### src/rtl/pt_axi4lite_rf_bridge.sv
// AXI4-Lite slave to register-file bridge: one transaction at a time, variable-latency
// downstream handshake with timeout, strobe pass-through, misalignment rejection, fair arbitration.
module pt_axi4lite_rf_bridge #(
   parameter int ADDR_W  = 32,
   parameter int DATA_W  = 64,
   parameter int TIMEOUT = 16
) (
   input  logic                i_clk,
   input  logic                i_rst,
   input  logic [ADDR_W-1:0]   i_awaddr,
   input  logic                i_awvalid,
   output logic                o_awready,
   input  logic [DATA_W-1:0]   i_wdata,
   input  logic [DATA_W/8-1:0] i_wstrb,
   input  logic                i_wvalid,
   output logic                o_wready,
   output logic [1:0]          o_bresp,
   output logic                o_bvalid,
   input  logic                i_bready,
   input  logic [ADDR_W-1:0]   i_araddr,
   input  logic                i_arvalid,
   output logic                o_arready,
   output logic [DATA_W-1:0]   o_rdata,
   output logic [1:0]          o_rresp,
   output logic                o_rvalid,
   input  logic                i_rready,
   output logic [ADDR_W-1:0]   o_rf_address,
   output logic [DATA_W-1:0]   o_rf_wr_data,
   output logic [DATA_W/8-1:0] o_rf_wr_strb,
   output logic                o_rf_write,
   output logic                o_rf_enable,
   input  logic [DATA_W-1:0]   i_rf_rd_data,
   input  logic                i_rf_ready,
   input  logic                i_rf_error
);

   localparam int STRB_W  = DATA_W / 8;
   localparam int ALIGN_W = $clog2(STRB_W);
   localparam logic [7:0] WAIT_LAST   = 8'(TIMEOUT - 1);
   localparam logic [1:0] RESP_OKAY   = 2'b00;
   localparam logic [1:0] RESP_SLVERR = 2'b10;

   typedef enum logic [1:0] {IDLE, ACCESS, RESP_W, RESP_R} state_t;

   state_t              state_q;
   logic                last_was_write_q;
   logic                is_write_q;
   logic [7:0]          wait_q;
   logic [ADDR_W-1:0]   rf_address_q;
   logic [DATA_W-1:0]   rf_wr_data_q;
   logic [STRB_W-1:0]   rf_wr_strb_q;
   logic                rf_write_q;
   logic                rf_enable_q;
   logic                bvalid_q;
   logic [1:0]          bresp_q;
   logic                rvalid_q;
   logic [1:0]          rresp_q;
   logic [DATA_W-1:0]   rdata_q;

   logic wr_cand, rd_cand, grant_wr, grant_rd, accept_ok;
   logic aw_misaligned, ar_misaligned, timeout_hit;

   // The type not served last wins when both candidates are present.
   assign wr_cand   = i_awvalid & i_wvalid;
   assign rd_cand   = i_arvalid;
   assign grant_wr  = wr_cand & (~rd_cand | ~last_was_write_q);
   assign grant_rd  = rd_cand & ~grant_wr;
   assign accept_ok = (state_q == IDLE) & ~i_rst;

   assign o_awready = accept_ok & grant_wr;
   assign o_wready  = accept_ok & grant_wr;
   assign o_arready = accept_ok & grant_rd;

   assign aw_misaligned = (i_awaddr[ALIGN_W-1:0] != '0);
   assign ar_misaligned = (i_araddr[ALIGN_W-1:0] != '0);
   assign timeout_hit   = (TIMEOUT != 0) && (wait_q == WAIT_LAST);

   always_ff @(posedge i_clk) begin
      if (i_rst) begin
         state_q          <= IDLE;
         last_was_write_q <= 1'b0;
         is_write_q       <= 1'b0;
         wait_q           <= '0;
         rf_address_q     <= '0;
         rf_wr_data_q     <= '0;
         rf_wr_strb_q     <= '0;
         rf_write_q       <= 1'b0;
         rf_enable_q      <= 1'b0;
         bvalid_q         <= 1'b0;
         bresp_q          <= RESP_OKAY;
         rvalid_q         <= 1'b0;
         rresp_q          <= RESP_OKAY;
         rdata_q          <= '0;
      end else begin
         case (state_q)
            IDLE: begin
               wait_q <= '0;
               if (grant_wr) begin
                  last_was_write_q <= 1'b1;
                  is_write_q       <= 1'b1;
                  if (aw_misaligned) begin
                     state_q  <= RESP_W;
                     bvalid_q <= 1'b1;
                     bresp_q  <= RESP_SLVERR;
                  end else begin
                     state_q      <= ACCESS;
                     rf_address_q <= i_awaddr;
                     rf_wr_data_q <= i_wdata;
                     rf_wr_strb_q <= i_wstrb;
                     rf_write_q   <= 1'b1;
                     rf_enable_q  <= 1'b1;
                  end
               end else if (grant_rd) begin
                  last_was_write_q <= 1'b0;
                  is_write_q       <= 1'b0;
                  if (ar_misaligned) begin
                     state_q  <= RESP_R;
                     rvalid_q <= 1'b1;
                     rresp_q  <= RESP_SLVERR;
                     rdata_q  <= '0;
                  end else begin
                     state_q      <= ACCESS;
                     rf_address_q <= i_araddr;
                     rf_wr_data_q <= '0;
                     rf_wr_strb_q <= '0;
                     rf_write_q   <= 1'b0;
                     rf_enable_q  <= 1'b1;
                  end
               end
            end
            ACCESS: begin
               // Ready on the last allowed cycle takes priority over the timeout.
               if (i_rf_ready || timeout_hit) begin
                  rf_enable_q  <= 1'b0;
                  rf_write_q   <= 1'b0;
                  rf_address_q <= '0;
                  rf_wr_data_q <= '0;
                  rf_wr_strb_q <= '0;
                  if (is_write_q) begin
                     state_q  <= RESP_W;
                     bvalid_q <= 1'b1;
                     bresp_q  <= (i_rf_ready && !i_rf_error) ? RESP_OKAY : RESP_SLVERR;
                  end else begin
                     state_q  <= RESP_R;
                     rvalid_q <= 1'b1;
                     rresp_q  <= (i_rf_ready && !i_rf_error) ? RESP_OKAY : RESP_SLVERR;
                     rdata_q  <= i_rf_ready ? i_rf_rd_data : '0;
                  end
               end else begin
                  wait_q <= wait_q + 8'd1;
               end
            end
            RESP_W: begin
               if (i_bready) begin
                  state_q  <= IDLE;
                  bvalid_q <= 1'b0;
                  bresp_q  <= RESP_OKAY;
               end
            end
            RESP_R: begin
               if (i_rready) begin
                  state_q  <= IDLE;
                  rvalid_q <= 1'b0;
                  rresp_q  <= RESP_OKAY;
                  rdata_q  <= '0;
               end
            end
            default: state_q <= IDLE;
         endcase
      end
   end

   assign o_bvalid     = bvalid_q;
   assign o_bresp      = bresp_q;
   assign o_rvalid     = rvalid_q;
   assign o_rresp      = rresp_q;
   assign o_rdata      = rdata_q;
   assign o_rf_address = rf_address_q;
   assign o_rf_wr_data = rf_wr_data_q;
   assign o_rf_wr_strb = rf_wr_strb_q;
   assign o_rf_write   = rf_write_q;
   assign o_rf_enable  = rf_enable_q;

endmodule

### config.mk
export PLATFORM = sky130hd
export DESIGN_NAME = pt_axi4lite_rf_bridge
export DESIGN_NICKNAME = d
export VERILOG_FILES = /design/src/rtl/pt_axi4lite_rf_bridge.sv
export SDC_FILE = /design/constraint.sdc
export NUM_CORES = 1
export LEC_CHECK = 0
export ABC_AREA = 1
export CAP_MARGIN = 40
export CORE_MARGIN = 4
export CORE_UTILIZATION = 47
export DETAILED_ROUTE_END_ITERATION = 6
export GPL_TIMING_DRIVEN = 1
export PLACE_DENSITY = 0.87
export SYNTH_ARGS = -nofsm -noshare
export SYNTH_HDL_FRONTEND = slang
export SYNTH_SLANG_ARGS = --single-unit
export TNS_END_PERCENT = 20
### constraint.sdc
create_clock -name i_clk -period 3.8 [get_ports i_clk]
set_input_delay 0.57 -clock i_clk [delete_from_list [all_inputs] [get_ports i_clk]]
set_output_delay 0.57 -clock i_clk [all_outputs]
set_load 0.02 [all_outputs]
---- Yosys cells after proc, flatten, opt, wreduce, memory -nomap -nowiden ----
Cells that the tools add are included.
cells by class
  add/sub/neg operators ................... 1
  multipliers ............................. 0
  div/mod/pow operators ................... 0
  $lt $le $gt $ge ......................... 0
  equality and inequality tests ........... 18
  shifts and indexed selects .............. 0
  muxes and demuxes ....................... 74
  bitwise gates (word level) .............. 11
  reductions and logical operators ........ 16
operators with widths
  cell                                                 count
  2-to-1 mux 64 bit                                    12
  case mux 64 bit (3 select lines)                     1
  2-to-1 mux 32 bit                                    5
  case mux 64 bit (2 select lines)                     1
  case mux 32 bit (2 select lines)                     1
  2-to-1 mux 8 bit                                     6
  2-to-1 mux 2 bit                                     17
  case mux 8 bit (2 select lines)                      2
  2-to-1 mux 1 bit                                     22
  != test 2 bit, second input constant                 11
  case mux 2 bit (3 select lines)                      2
  nonzero test 3 bit                                   4
  != test 3 bit, second input constant                 3
  adder 8 x 1 -> 8 bit, second input constant          1
  equality test 8 x 4 -> 1 bit, second input constant  1
  case mux 2 bit (4 select lines)                      1
  AND reduction 7 bit                                  1
  bitwise AND 1 bit                                    6
  case mux 1 bit (3 select lines)                      2
  AND reduction 6 bit                                  1
  AND reduction 5 bit                                  1
  equality test 2 bit, second input constant           2
  inverter 1 bit                                       4
  case mux 1 bit (2 select lines)                      2
  9 further kinds                                      11
storage, ports and cells
  register bits after elaboration ......... 187
  bits in latches ......................... 0
  bits in writable memories ............... 0
  bits in read-only memories .............. 0
  bits of input ports ..................... 209
  output and inout bits ................... 179
  logic and storage cells ................. 133
  memories kept ........................... 0

---- Logic depth before layout (Yosys ltp) ----
Gate-level depths: netlist of run 1.
  depth in word-level cells ............... 8
  mapped depth ............................ 12
  gate-level depth less buffers ........... 10

---- Worst setup path before layout of run 1 ----
No wires, ideal clock.
  path type ............................... input -> output
  from .................................... input port i_awvalid
  to ...................................... output port o_wready
  data arrival time ....................... 1.591 ns
  required time ........................... 3.230 ns
  setup slack ............................. 1.639 ns
  cell stages on the path ................. 6
  buffers on the path ..................... 2
  cell sequence ........................... nand2_1 inv_1 nand2_2 clkbuf_1 nor2_1 buf_4
between the ends
  longest elaborated chain between the ends .. 3
ends and longest elaborated chain
  element            line  source
  from (decl)        11    input logic i_awvalid,
  bitwise AND 1 bit  64    assign wr_cand = i_awvalid & i_wvalid;
  bitwise AND 1 bit  66    assign grant_wr = wr_cand & (~rd_cand | ~last_was_write_q);
  bitwise AND 1 bit  -
  to (decl)          16    output logic o_wready,
Every way passes these cells.

---- Worst setup path in the final report of run 1 ----
  from .................................... input port i_awvalid
  to ...................................... output port o_awready
between the ends
  longest elaborated chain between the ends .. 3
ends and longest elaborated chain
  element            line  source
  bitwise AND 1 bit  64
  bitwise AND 1 bit  66
  bitwise AND 1 bit  70    assign o_awready = accept_ok & grant_wr;
  to (decl)          12    output logic o_awready,
Every way passes these cells.

==> results of run 1 <==
## worst reg2reg max path, cell delays in order (launching register included)
cell,delay [ns]
dfxtp_1,0.41
ha_1,0.30
nand3_2,0.15
nor2_1,0.23
nor2_4,0.09
nor2_8,0.40
nand2_4,0.34
buf_12,0.33
nand2_1,0.15
a21oi_1,0.06
## synth_stat cells (all sizes together)
cell type / count / area, um^2
nand2: 477 / 1810
nor2: 205 / 803
dfxtp: 185 / 3700
inv: 182 / 683
nand3: 180 / 906
a21oi: 114 / 571
buf: 74 / 462
clkbuf: 39 / 146
nand3b: 29 / 218
o21ai: 12 / 63.8
nand4: 3 / 18.8
a31o: 1 / 8.76
and3: 1 / 6.26
conb: 1 / 3.75
ha: 1 / 12.5
nor3: 1 / 5.00
xor2: 1 / 8.76
## per-layer routing
layer  track usage, %  share of wire (%)
met1             32.4                 38
met2             46.8                 48
met3             7.93                9.6
met4             12.7                4.4
met5                0                  0
## path summary, 6_finish.rpt
path,cells past startpoint,endpoint,slack (ns),from
max,6,o_awready,0.85,i_awvalid
min,2,o_bvalid$_SDFFE_PP0P_,0.46,o_bvalid$_SDFFE_PP0P_
max reg2reg,9,o_rf_wr_strb[3]$_SDFFE_PP0P_,1.19,wait_q[0]$_SDFFE_PP0P_
min reg2reg,2,o_bvalid$_SDFFE_PP0P_,0.46,o_bvalid$_SDFFE_PP0P_
## cell usage in the layout, fill, tap and decap left out
master / n
clkinv_4: 3
inv_6: 3
nand2_2: 2
clkdlybuf4s50_1: 384
nand3_1: 179
nor2_8: 1
nand3b_1: 29
buf_4: 17
dfxtp_1: 185
a31o_2: 1
o21ai_1: 1
a21oi_4: 1
inv_2: 4
o21ai_2: 1
clkinv_2: 3
and3_1: 1
nand2_1: 472
nand2_4: 3
nor2_1: 201
nand3_2: 1
xor2_1: 1
a21oi_1: 113
nor3_1: 1
clkinvlp_4: 4
ha_1: 1
clkbuf_16: 17
nor2_4: 3
clkbuf_1: 3
nand4_1: 3
diode_2: 1
o21ai_4: 1
o21ai_0: 9
buf_12: 2
conb_1: 2
inv_1: 177
## metrics by stage
step	instances	area, um^2	setup WS [ns]
after CTS	2094	13700	0.849
final	2095	13700	0.852
after global placement	2062	13200	0.886
after global routing	2095	13700	0.756
after detailed placement	2062	13200	0.794
after floorplan	1507	9430	1.64
## state kept, by name, indices dropped and copies added, names as in the netlist, 2 cells and up
signal / count
wait_q: 8
state_q: 2
o_rf_wr_strb: 8
o_rdata: 64
o_rf_wr_data: 64
o_rf_address: 32
## cells by family after synthesis
| kind of cell | Yosys count |
|---|---|
| fa+ha+maj | 1 |
| flops | 185 |
| xor+xnor | 1 |
| other cells | 1 |
| simple gates | 896 |
| compound gates | 127 |
| buf+inv | 295 |
## layout make-up
type / instances / area [um^2] / share of cell area, %
Inverter: 182 / 684 / 4.98
Clock inverter: 12 / 92.6 / 0.674
Tap cell: 265 / 332 / 2.41
Clock buffer: 20 / 437 / 3.18
Sequential cell: 185 / 3700 / 27.0
Multi-Input combinational cell: 1027 / 4470 / 32.6
Timing Repair Buffer: 403 / 4010 / 29.2
Antenna cell: 1 / 2.50 / 0.0182
## where the power goes
group	internal [mW]	leakage [nW]	switching, mW
Sequential	2.40	1.51	0.254
Clock	0.844	0.247	0.794
Combinational	1.72	4.19	2.85
==> summary.txt, run 1 <==
outcome -> completed
Seq/Total Area, Yosys -> 39.3%
RSZ-0062 raised after global routing -> no
FMAX -> 339 MHz
Port-buffer cells -> 385
post-synthesis adder-cell area fraction -> 0.133%
CP endpoint kind -> primary output
GRT Total Usage -> 27.6%
Critical-path top delay cell -> clkdlybuf4s50_1
Fin Hold WS -> 0.458 ns
clk_lat worst skew -> 0.43 ns
maxcap violations -> 0
Rows -> 51
largest family of logic cells by synthesized area -> simple AND/OR/NAND/NOR gates
Most common cell on crit path -> clkdlybuf4s50_1
vias per cell -> 5.02
final wirelength -> 32.2 mm
Fill cells -> 1,667
Slew @ Worst Pin -> 0.781 ns
Vias -> 10,500
layout cell share with drive strength beyond 1 -> 3.66%
Hold WC Path Type -> register to register
final core occ -> 70.1%
die area -> 0.0224 mm^2
worst endpoint data arrival time -> 2.38 ns
P per Cell Area -> 645 mW/mm^2
gpl congestion -> 0.876
Die H -> 150 um
initial antenna violation count -> 1
relative slew slack -> 47.9%
WL/cell -> 15.4 um
drt first-iter violations -> 580
Netlist cell types -> 29
Synth warnings -> 0
CP Data Required Time -> 3.23 ns
final worst path period need -> 2.95 ns
GR Overflow Total -> 0
Avg Cell Area, Syn -> 6.26 um^2
hpwl dp -> 22.6 mm
period utilization -> 77.6%
postcts setup bufs -> 0
setup TNS -> 0 ns
Num CTS Buffers -> 17
CTS HTree Levels -> 4
Lkg Pwr -> 5.95 nW
synthesized flop and latch total -> 185
Synth Area in XOR/XNOR -> 0.0929%
Initial Utilization -> 48.1%
Compound-Gate Fraction of Synth Area -> 6.82%
Buf/Inv on CP -> 3
total chip power -> 8.87 mW
max-slew violations -> 0
CP top delay family -> buffers and inverters
Simple-Gate Fraction of Synth Area -> 39.9%
antenna viol nets, final -> 0
crit path max fanout -> 6
largest net degree at the start of global routing -> 75
post_cts resized -> 0
Syn Inst Count -> 1,506
CTS tree -> built
Final Net Count -> 2,026
VDD IR-drop max -> 485 uV
I/O pin total -> 388
Largest stage delay, worst path -> 0.71 ns
final hold vios -> 0
vias in the first global route -> 9,815
DRC Markers -> 0
core box area -> 0.0196 mm^2
critical-path cell list -> clkdlybuf4s50_1 -> nand2_1 -> inv_1 -> nand2_2 -> nor2_1 -> clkdlybuf4s50_1
critical path launch point type -> input port
Synth Cell Area -> 0.00943 mm^2
worst clock skew -> 0.0128 ns
crit path kind -> input port to primary output
CTS Sinks -> 185
first-pass GRT wire length -> 50.1 mm
CTS root buf -> clkbuf_16
Die W -> 150 um
Clock Pin Slew Worst Setup and Hold Paths -> 0.07 ns
hold_buf cts -> 0
mux contribution to synthesized area -> 0%
first-pass iteration count of the detailed router -> 6
Layout area overhead -> 45.7%
Final setup viols -> 0
clk buf depth -> 2
Power figures use the tool's default switching activity.
==> run 2, diff against run 1 <==
--- a/config.mk
+++ b/config.mk
@@ -8,10 +8,10 @@
 export ABC_AREA = 1
 export CAP_MARGIN = 40
 export CORE_MARGIN = 4
-export CORE_UTILIZATION = 47
+export CORE_UTILIZATION = 39
 export DETAILED_ROUTE_END_ITERATION = 6
 export GPL_TIMING_DRIVEN = 1
-export PLACE_DENSITY = 0.87
+export PLACE_DENSITY = 0.77
 export SYNTH_ARGS = -nofsm -noshare
 export SYNTH_HDL_FRONTEND = slang
 export SYNTH_SLANG_ARGS = --single-unit
==> constraint.sdc (replaced) <==
create_clock -name i_clk -period 2.6 [get_ports i_clk]
set_input_delay 0.39 -clock i_clk [delete_from_list [all_inputs] [get_ports i_clk]]
set_output_delay 0.39 -clock i_clk [all_outputs]
set_load 0.02 [all_outputs]
==> summary.txt, run 2 (same netlist as run 1, synthesis figures left out) <==
outcome -> completed
Clock Pin Slew Worst Setup and Hold Paths -> 0.07 ns
max-slew violations -> 0
clk_lat worst skew -> 0.44 ns
hpwl dp -> 22.4 mm
gpl congestion -> 0.841
vias in the first global route -> 9,720
relative slew slack -> 47.9%
Final setup viols -> 0
sw frac -> 43.6%
Critical-path top delay cell -> clkdlybuf4s50_1
most frequent cells in the layout -> 472 x nand2_1, 384 x clkdlybuf4s50_1, 201 x nor2_1
Vias -> 10,400
postcts setup bufs -> 0
Slew @ Worst Pin -> 0.782 ns
Initial Utilization -> 39.9%
first-pass GRT wire length -> 50.1 mm
Num CTS Buffers -> 17
Die W -> 163 um
Final Net Count -> 2,036
Clock Power Share -> 20.0%
share of power burned in registers -> 28.9%
RSZ-0062 raised after global routing -> no
Critical R2R Launch -> wait_q[0]$_SDFFE_PP0P_
first-pass iteration count of the detailed router -> 5
most common cell after layout, fill and taps aside -> nand2_1
I/O pin total -> 388
GR Overflow Total -> 0
largest net degree at the start of global routing -> 83
Lkg Pwr -> 6.07 nW
Die H -> 163 um
crit path kind -> register to primary output
post_cts resized -> 0
CTS HTree Levels -> 4
VDD IR-drop max -> 584 uV
Layout area overhead -> 48.9%
P per Cell Area -> 953 mW/mm^2
layout cell share with drive strength beyond 1 -> 4.35%
period utilization -> 91.9%
Rows -> 56
CTS root buf -> clkbuf_16
clk buf depth -> 2
Port-buffer cells -> 385
antenna viol nets, final -> 0
final hold vios -> 0
worst clock skew -> 0.0149 ns
GRT Total Usage -> 23.1%
maxcap violations -> 0
initial antenna violation count -> 1
drt first-iter violations -> 736
final wirelength -> 32.0 mm
final worst path period need -> 2.39 ns
crit path max fanout -> 8
FMAX -> 418 MHz
Int Pwr -> 7.55 mW
die area -> 0.0267 mm^2
hold_buf cts -> 0
Comb power frac -> 51.1%
vias per cell -> 4.80
DRC Markers -> 0
worst endpoint data arrival time -> 2.00 ns
CP endpoint kind -> primary output
Largest stage delay, worst path -> 0.69 ns
Fill cells -> 2,188
CP Data Required Time -> 2.21 ns
register area -> 0.00370 mm^2
CTS Sinks -> 185
WL/cell -> 14.8 um
Place WS -> 0.212 ns
worst hold start -> o_rf_address[1]$_SDFFE_PP0P_
critical path launch point type -> register
Multi-input gate area -> 0.00447 mm^2
critical-path cell list -> nor2_1 -> nand2_1 -> nor3_1 -> clkdlybuf4s50_1
fin worst setup slack -> 0.210 ns
core box area -> 0.0236 mm^2
Crit. Startpoint -> state_q[0]$_SDFFE_PP0P_
CTS tree -> built
Psw -> 5.83 mW
Buf/Inv on CP -> 1
setup TNS -> 0 ns
Hold WC Path Type -> register to register
CP top delay family -> buffers and inverters
-- run 2: changes by cell type in the layout (fill, tap and decap cells not counted), sizes merged --
cell,delta
buf,+10
bufinv,+1
clkbuf,-3
clkinv,+1
clkinvlp,-2
inv,+3
-- run 2: cell type report --
type / instances / area share [%]
clock inverter: 15 / 1.30
tap: 319 / 2.84
sequential: 185 / 26.4
timing repair buffer: 413 / 29.7
inverter: 182 / 4.88
multi-input combinational: 1027 / 31.9
clock buffer: 17 / 3.03
antenna: 1 / 0.0178
-- run 2: path summary, 6_finish.rpt --
kind	slack (ns)	depth (start not counted)	endpoint
worst max-delay path	0.21	4	o_arready
worst min-delay path	0.44	2	o_rf_address[1]$_SDFFE_PP0P_
worst max register to register	0.49	10	o_rdata[41]$_SDFFE_PP0P_
worst min register to register	0.44	2	o_rf_address[1]$_SDFFE_PP0P_
-- run 2: power groups by stage --
stage          Clock, mW  Sequential, mW  Combinational (mW)
6_report            2.68            3.87                6.84
5_1_grt             2.87            3.95                7.57
4_1_cts             2.76            3.87                6.87
3_5_place_dp           0            3.92                6.84
3_3_place_gp           0            3.90                6.77
2_1_floorplan          0            4.67                3.64
-- run 2: per-layer routing --
| metal | part of all wire [%] | wire length (um) | track usage [%] | vias up |
|---|---|---|---|---|
| li1 | - | - | - | 5240 |
| met2 | 47 | 15200 | 38.4 | 424 |
| met4 | 2.9 | 942 | 9.07 | 0 |
| met3 | 10 | 3310 | 7.87 | 53 |
| met1 | 39 | 12600 | 27.5 | 4638 |
| met5 | 0 | 0 | 0 | - |
-- run 2: metrics by stage --
| step | std cells | hold WS [ns] | utilization [%] | total power, mW | instance area [um^2] |
|---|---|---|---|---|---|
| after global placement | 2126 | 0.429 | 56.8 | 10.7 | 13400 |
| after CTS | 2158 | 0.446 | 59.4 | 13.5 | 14000 |
| after global routing | 2159 | 0.457 | 59.4 | 14.4 | 14000 |
| after floorplan | 1507 | 0.458 | - | 8.30 | 9430 |
| final | 2159 | 0.445 | 59.4 | 13.4 | 14000 |
| after detailed placement | 2126 | 0.435 | 56.8 | 10.8 | 13400 |
-- run 2: worst register-to-register path, stage by stage (launching register included) --
cell and delay [ns]:
dfxtp_1 0.41, ha_1 0.30, nand3_2 0.14, o21ai_2 0.25, nand2_1 0.14, inv_2 0.23, nand2_2 0.12, buf_4 0.24
nand2_1 0.11, inv_1 0.04, nor2_1 0.09
==> run 3, diff against run 2 <==
--- a/config.mk
+++ b/config.mk
@@ -6,10 +6,11 @@
 export NUM_CORES = 1
 export LEC_CHECK = 0
 export ABC_AREA = 1
-export CAP_MARGIN = 40
+export CAP_MARGIN = 20
 export CORE_MARGIN = 4
 export CORE_UTILIZATION = 39
 export DETAILED_ROUTE_END_ITERATION = 6
+export GPL_ROUTABILITY_DRIVEN = 0
 export GPL_TIMING_DRIVEN = 1
 export PLACE_DENSITY = 0.77
 export SYNTH_ARGS = -nofsm -noshare
==> results of run 3 <==
No change in the layout: final DEF, timing and power equal those of run 2.
